--- config.mk ---
export PLATFORM = sky130hd
export DESIGN_NAME = sync_fifo_flex
export DESIGN_NICKNAME = d
export VERILOG_FILES = /design/src/rtl/fifo_pkg.sv /design/src/rtl/fifo_sdp_ram.sv /design/src/rtl/sync_fifo_flex.sv
export SDC_FILE = /design/constraint.sdc
export NUM_CORES = 1
export LEC_CHECK = 0
export ABC_AREA = 0
export CAP_MARGIN = 10
export CORE_MARGIN = 2
export CORE_UTILIZATION = 62
export CTS_BUF_LIST = sky130_fd_sc_hd__clkbuf_2 sky130_fd_sc_hd__clkbuf_4 sky130_fd_sc_hd__clkbuf_8
export DETAILED_ROUTE_END_ITERATION = 7
export PLACE_DENSITY = 0.82
export SETUP_SLACK_MARGIN = 0.05
export SLEW_MARGIN = 20
export SYNTH_ARGS = -nofsm -noshare
export SYNTH_HDL_FRONTEND = slang
export SYNTH_HIERARCHICAL = 1
export SYNTH_SLANG_ARGS = --single-unit
--- constraint.sdc ---
create_clock -name clk -period 2.9 [get_ports clk]
set_clock_uncertainty 0.05 [all_clocks]
set_input_delay 0.58 -clock clk [delete_from_list [all_inputs] [get_ports clk]]
set_output_delay 0.58 -clock clk [all_outputs]
set_load 0.1 [all_outputs]
--- src/rtl/fifo_pkg.sv ---
`default_nettype none
// +----------------------------------------------------------------------------+
// | Package    : fifo_pkg                                                      |
// | Purpose    : Shared types, width helper and elaboration-check messages     |
// |              for the single-clock FIFO family (sync_fifo_flex).            |
// | Contents   : fifo_mode_e    - read mode (standard / first-word-fall-through)|
// |              fifo_cnt_width - width of a fill counter for a given address  |
// |              MSG_*          - text used by elaboration-time checks         |
// | Revision   : 1.0 - initial release                                         |
// +----------------------------------------------------------------------------+
package fifo_pkg;

  typedef enum logic {
    FIFO_STD  = 1'b0,
    FIFO_FWFT = 1'b1
  } fifo_mode_e;

  // A fill count must represent 0..2**aw inclusive, hence one extra bit.
  function automatic int fifo_cnt_width(input int aw);
    return aw + 1;
  endfunction

  localparam string MSG_DEPTH  = "sync_fifo_flex: DEPTH must equal 2**ADDR_WIDTH";
  localparam string MSG_AFULL  = "sync_fifo_flex: AFULL_THRESH must lie in 0..DEPTH";
  localparam string MSG_AEMPTY = "sync_fifo_flex: AEMPTY_THRESH must lie in 0..DEPTH";

endpackage : fifo_pkg
`default_nettype wire

--- src/rtl/fifo_sdp_ram.sv ---
`default_nettype none
// +----------------------------------------------------------------------------+
// | Module     : fifo_sdp_ram                                                  |
// | Purpose    : Simple dual-port storage, one write port and one registered   |
// |              read port, DATA_WIDTH x 2**ADDR_WIDTH.                         |
// | Ports      : clk      - clock, rising edge                                 |
// |              rst      - synchronous active-high reset (read register only) |
// |              we_i     - write enable                                       |
// |              waddr_i  - write address                                      |
// |              wdata_i  - write data                                         |
// |              re_i     - read enable; loads rdata_o on the next edge        |
// |              raddr_i  - read address                                       |
// |              rdata_o  - registered read data, holds when re_i is low       |
// | Revision   : 1.0 - initial release                                         |
// +----------------------------------------------------------------------------+
module fifo_sdp_ram #(
  parameter int DATA_WIDTH = 8,
  parameter int ADDR_WIDTH = 4
) (
  input  logic                  clk,
  input  logic                  rst,
  input  logic                  we_i,
  input  logic [ADDR_WIDTH-1:0] waddr_i,
  input  logic [DATA_WIDTH-1:0] wdata_i,
  input  logic                  re_i,
  input  logic [ADDR_WIDTH-1:0] raddr_i,
  output logic [DATA_WIDTH-1:0] rdata_o
);

  logic [DATA_WIDTH-1:0] mem_q [0:(1 << ADDR_WIDTH)-1];
  logic [DATA_WIDTH-1:0] rdata_q;

  // Storage array is deliberately not reset so it maps onto block RAM.
  always_ff @(posedge clk) begin
    if (we_i) begin
      mem_q[waddr_i] <= wdata_i;
    end
  end

  always_ff @(posedge clk) begin
    if (rst) begin
      rdata_q <= '0;
    end else if (re_i) begin
      rdata_q <= mem_q[raddr_i];
    end
  end

  assign rdata_o = rdata_q;

endmodule : fifo_sdp_ram
`default_nettype wire

--- src/rtl/sync_fifo_flex.sv ---
`default_nettype none
// +----------------------------------------------------------------------------+
// | Module     : sync_fifo_flex                                                |
// | Purpose    : Single-clock parametrised FIFO with fill count, programmable  |
// |              almost-full / almost-empty flags and standard or FWFT read.   |
// | Ports      : clk, rst (sync, active high)                                  |
// |              wr_en, din          - write side, accepted when !full         |
// |              rd_en, dout         - read side, accepted when !empty         |
// |              full, empty, almost_full, almost_empty, count - registered    |
// |              overflow, underflow - sticky error flags                      |
// | Options    : macro SYNC_FIFO_ERR_EN enables overflow/underflow detection;  |
// |              when undefined both outputs are tied low.                     |
// | Revision   : 1.0 - initial release                                         |
// +----------------------------------------------------------------------------+
module sync_fifo_flex
  import fifo_pkg::*;
#(
  parameter int DATA_WIDTH    = 8,
  parameter int ADDR_WIDTH    = 4,
  parameter int DEPTH         = 1 << ADDR_WIDTH,
  parameter int AFULL_THRESH  = DEPTH - 2,
  parameter int AEMPTY_THRESH = 2,
  parameter int FWFT          = 0
) (
  input  logic                                  clk,
  input  logic                                  rst,
  input  logic                                  wr_en,
  input  logic [DATA_WIDTH-1:0]                 din,
  input  logic                                  rd_en,
  output logic [DATA_WIDTH-1:0]                 dout,
  output logic                                  full,
  output logic                                  empty,
  output logic                                  almost_full,
  output logic                                  almost_empty,
  output logic [fifo_cnt_width(ADDR_WIDTH)-1:0] count,
  output logic                                  overflow,
  output logic                                  underflow
);

  localparam int             CW       = fifo_cnt_width(ADDR_WIDTH);
  localparam fifo_mode_e     MODE     = (FWFT != 0) ? FIFO_FWFT : FIFO_STD;
  localparam logic [CW-1:0]  C_DEPTH  = CW'(DEPTH);
  localparam logic [CW-1:0]  C_AFULL  = CW'(AFULL_THRESH);
  localparam logic [CW-1:0]  C_AEMPTY = CW'(AEMPTY_THRESH);

  // ---------------------------------------------------------------- checks
  if (DEPTH != (1 << ADDR_WIDTH)) begin : g_chk_depth
    $error("%s", MSG_DEPTH);
  end
  if ((AFULL_THRESH < 0) || (AFULL_THRESH > DEPTH)) begin : g_chk_afull
    $error("%s", MSG_AFULL);
  end
  if ((AEMPTY_THRESH < 0) || (AEMPTY_THRESH > DEPTH)) begin : g_chk_aempty
    $error("%s", MSG_AEMPTY);
  end

  // ---------------------------------------------------------------- state
  logic                  wr_acc;
  logic                  rd_acc;
  logic                  ram_re;
  logic [ADDR_WIDTH:0]   wptr_q, wptr_d;
  logic [ADDR_WIDTH:0]   rptr_q, rptr_d;
  logic [CW-1:0]         count_q, count_d;
  logic                  full_q, full_d;
  logic                  empty_q, empty_d;
  logic                  afull_q, aempty_q;
  logic [DATA_WIDTH-1:0] ram_rdata;

  assign wr_acc = wr_en & ~full_q;

  // rd_acc is a pop as seen by the user; ram_re is a read of the storage
  // array. They coincide in standard mode but not in FWFT mode.
  always_comb begin
    wptr_d  = wptr_q + {{ADDR_WIDTH{1'b0}}, wr_acc};
    rptr_d  = rptr_q + {{ADDR_WIDTH{1'b0}}, ram_re};
    count_d = count_q + CW'(wr_acc) - CW'(rd_acc);
  end

  if (MODE == FIFO_FWFT) begin : g_fwft
    // The RAM read register doubles as the prefetch register: valid_q says
    // it currently holds the head word. count_q includes that word, so the
    // RAM itself holds count_q - valid_q words.
    logic          valid_q, valid_d;
    logic [CW-1:0] ram_words;

    always_comb begin
      ram_words = count_q - CW'(valid_q);
      rd_acc    = rd_en & valid_q;
      // Refill the head whenever it is empty or being popped this cycle,
      // which keeps dout streaming without a bubble.
      ram_re    = (ram_words != '0) & (~valid_q | rd_acc);
      valid_d   = ram_re | (valid_q & ~rd_acc);
      empty_d   = ~valid_d;
      full_d    = (count_d == C_DEPTH);
    end

    always_ff @(posedge clk) begin
      if (rst) begin
        valid_q <= 1'b0;
      end else begin
        valid_q <= valid_d;
      end
    end
  end else begin : g_std
    always_comb begin
      rd_acc  = rd_en & ~empty_q;
      ram_re  = rd_acc;
      empty_d = (wptr_d == rptr_d);
      full_d  = (wptr_d[ADDR_WIDTH] != rptr_d[ADDR_WIDTH]) &&
                (wptr_d[ADDR_WIDTH-1:0] == rptr_d[ADDR_WIDTH-1:0]);
    end
  end

  always_ff @(posedge clk) begin
    if (rst) begin
      wptr_q   <= '0;
      rptr_q   <= '0;
      count_q  <= '0;
      full_q   <= 1'b0;
      empty_q  <= 1'b1;
      afull_q  <= 1'b0;
      aempty_q <= 1'b1;
    end else begin
      wptr_q   <= wptr_d;
      rptr_q   <= rptr_d;
      count_q  <= count_d;
      full_q   <= full_d;
      empty_q  <= empty_d;
      afull_q  <= (count_d >= C_AFULL);
      aempty_q <= (count_d <= C_AEMPTY);
    end
  end

  fifo_sdp_ram #(
    .DATA_WIDTH (DATA_WIDTH),
    .ADDR_WIDTH (ADDR_WIDTH)
  ) u_ram (
    .clk     (clk),
    .rst     (rst),
    .we_i    (wr_acc),
    .waddr_i (wptr_q[ADDR_WIDTH-1:0]),
    .wdata_i (din),
    .re_i    (ram_re),
    .raddr_i (rptr_q[ADDR_WIDTH-1:0]),
    .rdata_o (ram_rdata)
  );

  assign dout         = ram_rdata;
  assign full         = full_q;
  assign empty        = empty_q;
  assign almost_full  = afull_q;
  assign almost_empty = aempty_q;
  assign count        = count_q;

  // ---------------------------------------------------------------- errors
`ifdef SYNC_FIFO_ERR_EN
  logic ovf_q, unf_q;

  // empty_q means "nothing at dout" in both modes, so it qualifies reads.
  always_ff @(posedge clk) begin
    if (rst) begin
      ovf_q <= 1'b0;
      unf_q <= 1'b0;
    end else begin
      if (wr_en & full_q) begin
        ovf_q <= 1'b1;
      end
      if (rd_en & empty_q) begin
        unf_q <= 1'b1;
      end
    end
  end

  assign overflow  = ovf_q;
  assign underflow = unf_q;
`else
  assign overflow  = 1'b0;
  assign underflow = 1'b0;
`endif

endmodule : sync_fifo_flex
`default_nettype wire

Word-level counts from Yosys, hierarchy flattened:

Memories as Yosys holds them, arrays and structs flattened. A register that Yosys moved wholly into a read port is not among the register bits.
Index checks and enable logic that the tools add are counted.

* input bits: 12
* bits in writable memories: 128
* flip-flop bits (word level): 19
* logic and storage cells: 24
* ROM bits: 0
* memories kept: 1
* bits in latches: 0
* output and inout port bits: 19

* bitwise logic cells: 4
* equal/unequal tests: 3
* div/mod/pow operators: 0
* mux-type cells: 2
* $lt $le $gt $ge: 2
* $mul: 0
* reductions and logical operators: 1
* shift operators: 0
* $add $sub $neg: 4

Memories
* u_ram.mem_q: words 16, bits a word 8, read ports 1, clocked after Yosys merged registers in 1, wr ports 1, RTL line fifo_sdp_ram.sv:30 `logic [DATA_WIDTH-1:0] mem_q [0:(1 << ADDR_WIDTH)-1];`

Operator list (number)
* 5-bit by 1-bit adder with 5-bit output: 3
* 5-bit == test: 1
* 5-bit by 4-bit >= comparator with 1-bit output, second input constant: 1
* 5-bit by 2-bit <= comparator with 1-bit output, second input constant: 1
* 5-bit by 1-bit subtractor with 5-bit output: 1
* 4-bit == test: 1
* 1-bit AND: 2
* 1-bit two-way mux: 2
* 1-bit inverter: 2
* 1-bit logical AND: 1
* 1-bit inequality test: 1

Logic depth before layout (Yosys ltp):

* word-level depth: 5
* gate-level depth with buffers: 10

Modules after synthesis:

Netlist, hierarchy kept.

Modules (own cells, without submodules)
* fifo_sdp_ram: times used 1, area each 5343.9 µm², sequential area each 4003.8 µm², cells an instance 316
* sync_fifo_flex: times used 1, area each 908.4 µm², sequential area each 380.4 µm², cells an instance 88

Worst setup path after synthesis:

OpenSTA, ideal clock, no wires.

* path type: flip-flop to flip-flop
* start point: reg full_q, in the netlist full
* end point: reg aempty_q, in the netlist almost_empty
* cell stages (with the launch flop): 10
* clock period less this slack: 2950 ps
* arrival time: 2780 ps
* setup time: 120 ps
* buffers on the path: 0
* path slack: -50 ps
* cell sequence: dfxtp_1 nor2b_1 xor2_1 ha_1 fa_1 a21o_1 a21oi_1 xnor2_1 a2111oi_2 or2_1

* cells in the longest elaborated chain, start to end: 5

RTL lines
* start: declaration: RTL line sync_fifo_flex.sv:64 `logic full_q, full_d;`
* start signal: assignment: RTL line sync_fifo_flex.sv:127 `full_q <= full_d;`
* 1-bit inverter: RTL line sync_fifo_flex.sv:69 `assign wr_acc = wr_en & ~full_q;`
* 1-bit AND: RTL line sync_fifo_flex.sv:69
* net wr_acc: RTL line sync_fifo_flex.sv:58 `logic wr_acc;`
* 5-bit by 1-bit adder with 5-bit output: RTL line sync_fifo_flex.sv:76 `count_d = count_q + CW'(wr_acc) - CW'(rd_acc);`
* 5-bit by 1-bit subtractor with 5-bit output: RTL line sync_fifo_flex.sv:76
* 5-bit by 2-bit <= comparator with 1-bit output: RTL line sync_fifo_flex.sv:130 `aempty_q <= (count_d <= C_AEMPTY);`
* end signal: assignment: RTL line sync_fifo_flex.sv:130
* end: declaration: RTL line sync_fifo_flex.sv:66 `logic afull_q, aempty_q;`

The timed path passes the listed nets, and every way through them passes these cells.
A chain may end at the register's enable or synchronous reset.

Worst setup path in the final report:

* start point: in wr_en
* end point: reg aempty_q, in the netlist almost_empty

* cells in the longest elaborated chain, start to end: 4

RTL lines
* start: declaration: RTL line sync_fifo_flex.sv:27 `input logic wr_en,`
* 1-bit AND: RTL line sync_fifo_flex.sv:69
* net wr_acc: RTL line sync_fifo_flex.sv:58
* 5-bit by 1-bit adder with 5-bit output: RTL line sync_fifo_flex.sv:76
* 5-bit by 1-bit subtractor with 5-bit output: RTL line sync_fifo_flex.sv:76
* 5-bit by 2-bit <= comparator with 1-bit output: RTL line sync_fifo_flex.sv:130

The timed path passes the listed nets, and every way through them passes these cells.

==> flow_metrics.env <==
export IMPL_tritoncts="built"
export IMPL_clk_pin_slew_worst_paths_ps=80
export IMPL_ir_drop_uv=911
export IMPL_critPathArrivalTime_ps=2740
export IMPL_grt_util_all_layers_pct=24.0
export IMPL_wl_mm=12.0
export IMPL_via_per_inst=5.83
export IMPL_synth_cell_area_um2=6250
export IMPL_power_density_nw_per_um2=718
export IMPL_cp_required_ps=3190
export IMPL_first_global_vias=3575
export IMPL_synth_yosys_seq_area_share_pct=70.1
export IMPL_ys_warn_count=6
export IMPL_syn_inst=404
export IMPL_power_leakage_uw=0.00238
export IMPL_synth_distinct_cells=41
export IMPL_die_w_um=104
export IMPL_fin_crit_sh_pct=84.4
export IMPL_area_growth_pct=13.8
export IMPL_synth_adder_area_share_pct=1.72
export IMPL_worstSkewPairLatency_ps=440
export IMPL_synth_edf_count=128
export IMPL_start_util_pct=64.0
export IMPL_clk_path_buf_depth=2
export IMPL_gr_total_overflow=0
export IMPL_start_kind="input pin"
export IMPL_end_kind="flip-flop"
export IMPL_hold_viol_final=0
export IMPL_cts_resized_gates=0
export IMPL_grt_pass1_wl_mm=19.2
export IMPL_worst_pin_slew_ps=809
export IMPL_ys_async_sr_fraction_pct=0
export IMPL_remaining_drc_errors=0
export IMPL_wl_per_cell_um=19.9
export IMPL_place_ws_ps=-21.4
export IMPL_setup_ws_ps=453
export IMPL_drt_pass1_iter_count=4
export IMPL_grt_start_max_net_pins=31
export IMPL_post_route_min_period_ps=2450
export IMPL_drtIter0Drc=291
export IMPL_min_from="u_ram/rdata_o[5]"
export IMPL_synth_ff_type="edfxtp_1"
export IMPL_std_cell_rows=36
export IMPL_h_tree_depth=4
export IMPL_path_max_fanout=3
export IMPL_placed_area_um2=6710
export IMPL_power_switching_uw=1440
export IMPL_slew_viol_final=0
export IMPL_n_antenna_cell=0
export IMPL_core_area_um2=9770
export IMPL_worstSetupStartpoint="wr_en"
export IMPL_muxShareOfSynthArea_pct=10.2
export IMPL_synth_simple_area_share_pct=7.70
export IMPL_status="finished, final reports clean"
export IMPL_cts_hold_fix_buffers=0
export IMPL_antenna_found_initial=0
export IMPL_num_vias=3530
export IMPL_finalSetupViolCount=0
export IMPL_place_gp_congestion=0.784
export IMPL_clock_fmax_mhz=409
export IMPL_power_frac_seq_pct=49.7
export IMPL_intPower_uw=3670
export IMPL_fin_util_pct=72.8
export IMPL_path_class="input pin to flip-flop"
export IMPL_synth_compound_area_share_pct=4.66
export IMPL_dieArea_um2=10900
export IMPL_chipHeight_um=104
export IMPL_clkPwrFrac_pct=31.5
export IMPL_cap_violations=0
export IMPL_drive_gt1_share_pct=18.2
export IMPL_synth_xor_area_share_pct=2.48
export IMPL_fin_nets=480
export IMPL_relSlewSlack_pct=46.0
export IMPL_cts_buffers=17
export IMPL_rsz0062_at_grt="no"
export IMPL_cts_sinks=155
export IMPL_cts_root_buf="clkbuf_8"
export IMPL_ys_ff_latch=155
export IMPL_comb_power_share_pct=18.8
export IMPL_hold_class="flip-flop to flip-flop"
export IMPL_post_cts_setup_buffer_count=0
export IMPL_r2r_start="full"
export IMPL_synth_avg_cell_area_um2=15.5
export IMPL_dp_hpwl_mm=7.73
export IMPL_port_buffers=28
export IMPL_fin_area_um2=7110
export IMPL_p_total_uw=5110
export IMPL_switching_share_pct=28.2
export IMPL_synth_top_family_by_area="multiplexers"
export IMPL_antenna_left=0
export IMPL_io_pins=31
-- through the flow --
stage | hold slack (ps) | setup TNS (ps) | cells
CTS | 419 | 0 | 606
floorplan | 437 | 0 | 405
finish | 413 | 0 | 606
global route | 447 | 0 | 606
global placement | 393 | 0 | 574
detailed placement | 401 | -21.4 | 574
-- critical path, cell delays in order --
cell,delay [ps]
clkdlybuf4s50_1,450
nor2b_1,180
xor2_1,90
ha_1,220
fa_1,410
a21o_1,170
a21oi_1,170
xnor2_1,200
a2111oi_2,60
or2_1,220
-- final timing paths --
path / to / depth (start not counted) / slack (ps)
max: almost_empty / 10 / 450
min: u_ram/rdata_o[5] / 2 / 410
max reg2reg: almost_empty / 9 / 730
min reg2reg: u_ram/rdata_o[5] / 2 / 410
-- power groups by stage --
stage | clock network (uW) | logic [uW] | registers (uW)
2_1_floorplan | 0 | 385 | 2940
3_3_place_gp | 0 | 942 | 2590
3_5_place_dp | 0 | 962 | 2590
4_1_cts | 1640 | 962 | 2540
5_1_grt | 1730 | 1020 | 2550
6_report | 1610 | 959 | 2540
-- metal layers --
metal  track usage (%)  vias to the layer above  share of wire [%]
met1              30.3                     1731                 39
met2              38.7                      147                 50
li1                  -                     1634                  -
met4              11.0                        0                2.3
met3              6.83                       18                8.6
met5                 0                        -                  0
-- Yosys cell counts, types with 2 or more instances --
library cell	number	area share, %
buf_12	2	0.64
nor3_1	4	0.32
xor2_1	6	0.84
nand2b_1	3	0.30
mux2i_1	64	10
nor2_1	23	1.4
nand3_1	28	2.2
a22oi_1	24	2.9
buf_6	3	0.54
ha_1	7	1.4
inv_1	3	0.18
and2_1	2	0.20
nand2_1	17	1.0
buf_2	7	0.56
a21o_1	2	0.24
dfxtp_1	27	8.6
a21oi_1	9	0.72
nor2b_1	11	1.1
xnor2_1	8	1.1
buf_8	3	0.72
edfxtp_1	128	61
buf_4	2	0.24
nand3b_1	3	0.36
-- cells by family (layout without fill, tap and decap cells) --
kind of cell,count (synthesis),after routing
and+or+nand+nor,97,97
xor gates and xnor gates,16,16
DFF,155,155
adders and majority gates,8,8
buffers and inverters,22,90
other,1,2
muxes,64,64
AOI/OAI and AO/OA,41,41
-- cell type report --
class | count | area [um2]
well taps | 133 | 166
inverters | 3 | 11.3
multi-input cells | 228 | 1680
repair buffers | 55 | 453
clock buffers | 25 | 319
fillers | 624 | 2660
clock inverters | 7 | 88.8
flip-flops and latches | 155 | 4390
-- cells in the final DEF (no fill, tap or decap), types with 3 or more instances in the layout --
cell / instances
clkbuf_4: 4
nand3b_1: 3
xor2_1: 6
xnor2_1: 8
nor2_1: 23
clkinv_2: 4
nor3_1: 4
a21oi_1: 9
buf_4: 43
ha_1: 7
inv_1: 3
dfxtp_1: 24
nor2b_1: 11
nand2b_1: 3
nand2_1: 17
edfxtp_1: 128
clkdlybuf4s50_1: 11
clkbuf_8: 21
a22oi_1: 24
mux2i_1: 64
nand3_1: 28
-- registers in the layout, summed over array words and instances (netlist names) --
signal         flops
almost_empty       1
almost_full        1
count              5
empty              1
full               1
rptr_q             5
u_ram/mem_q      128
u_ram/rdata_o      8
wptr_q             5
Note: power is estimated with default switching activity, not from simulation.
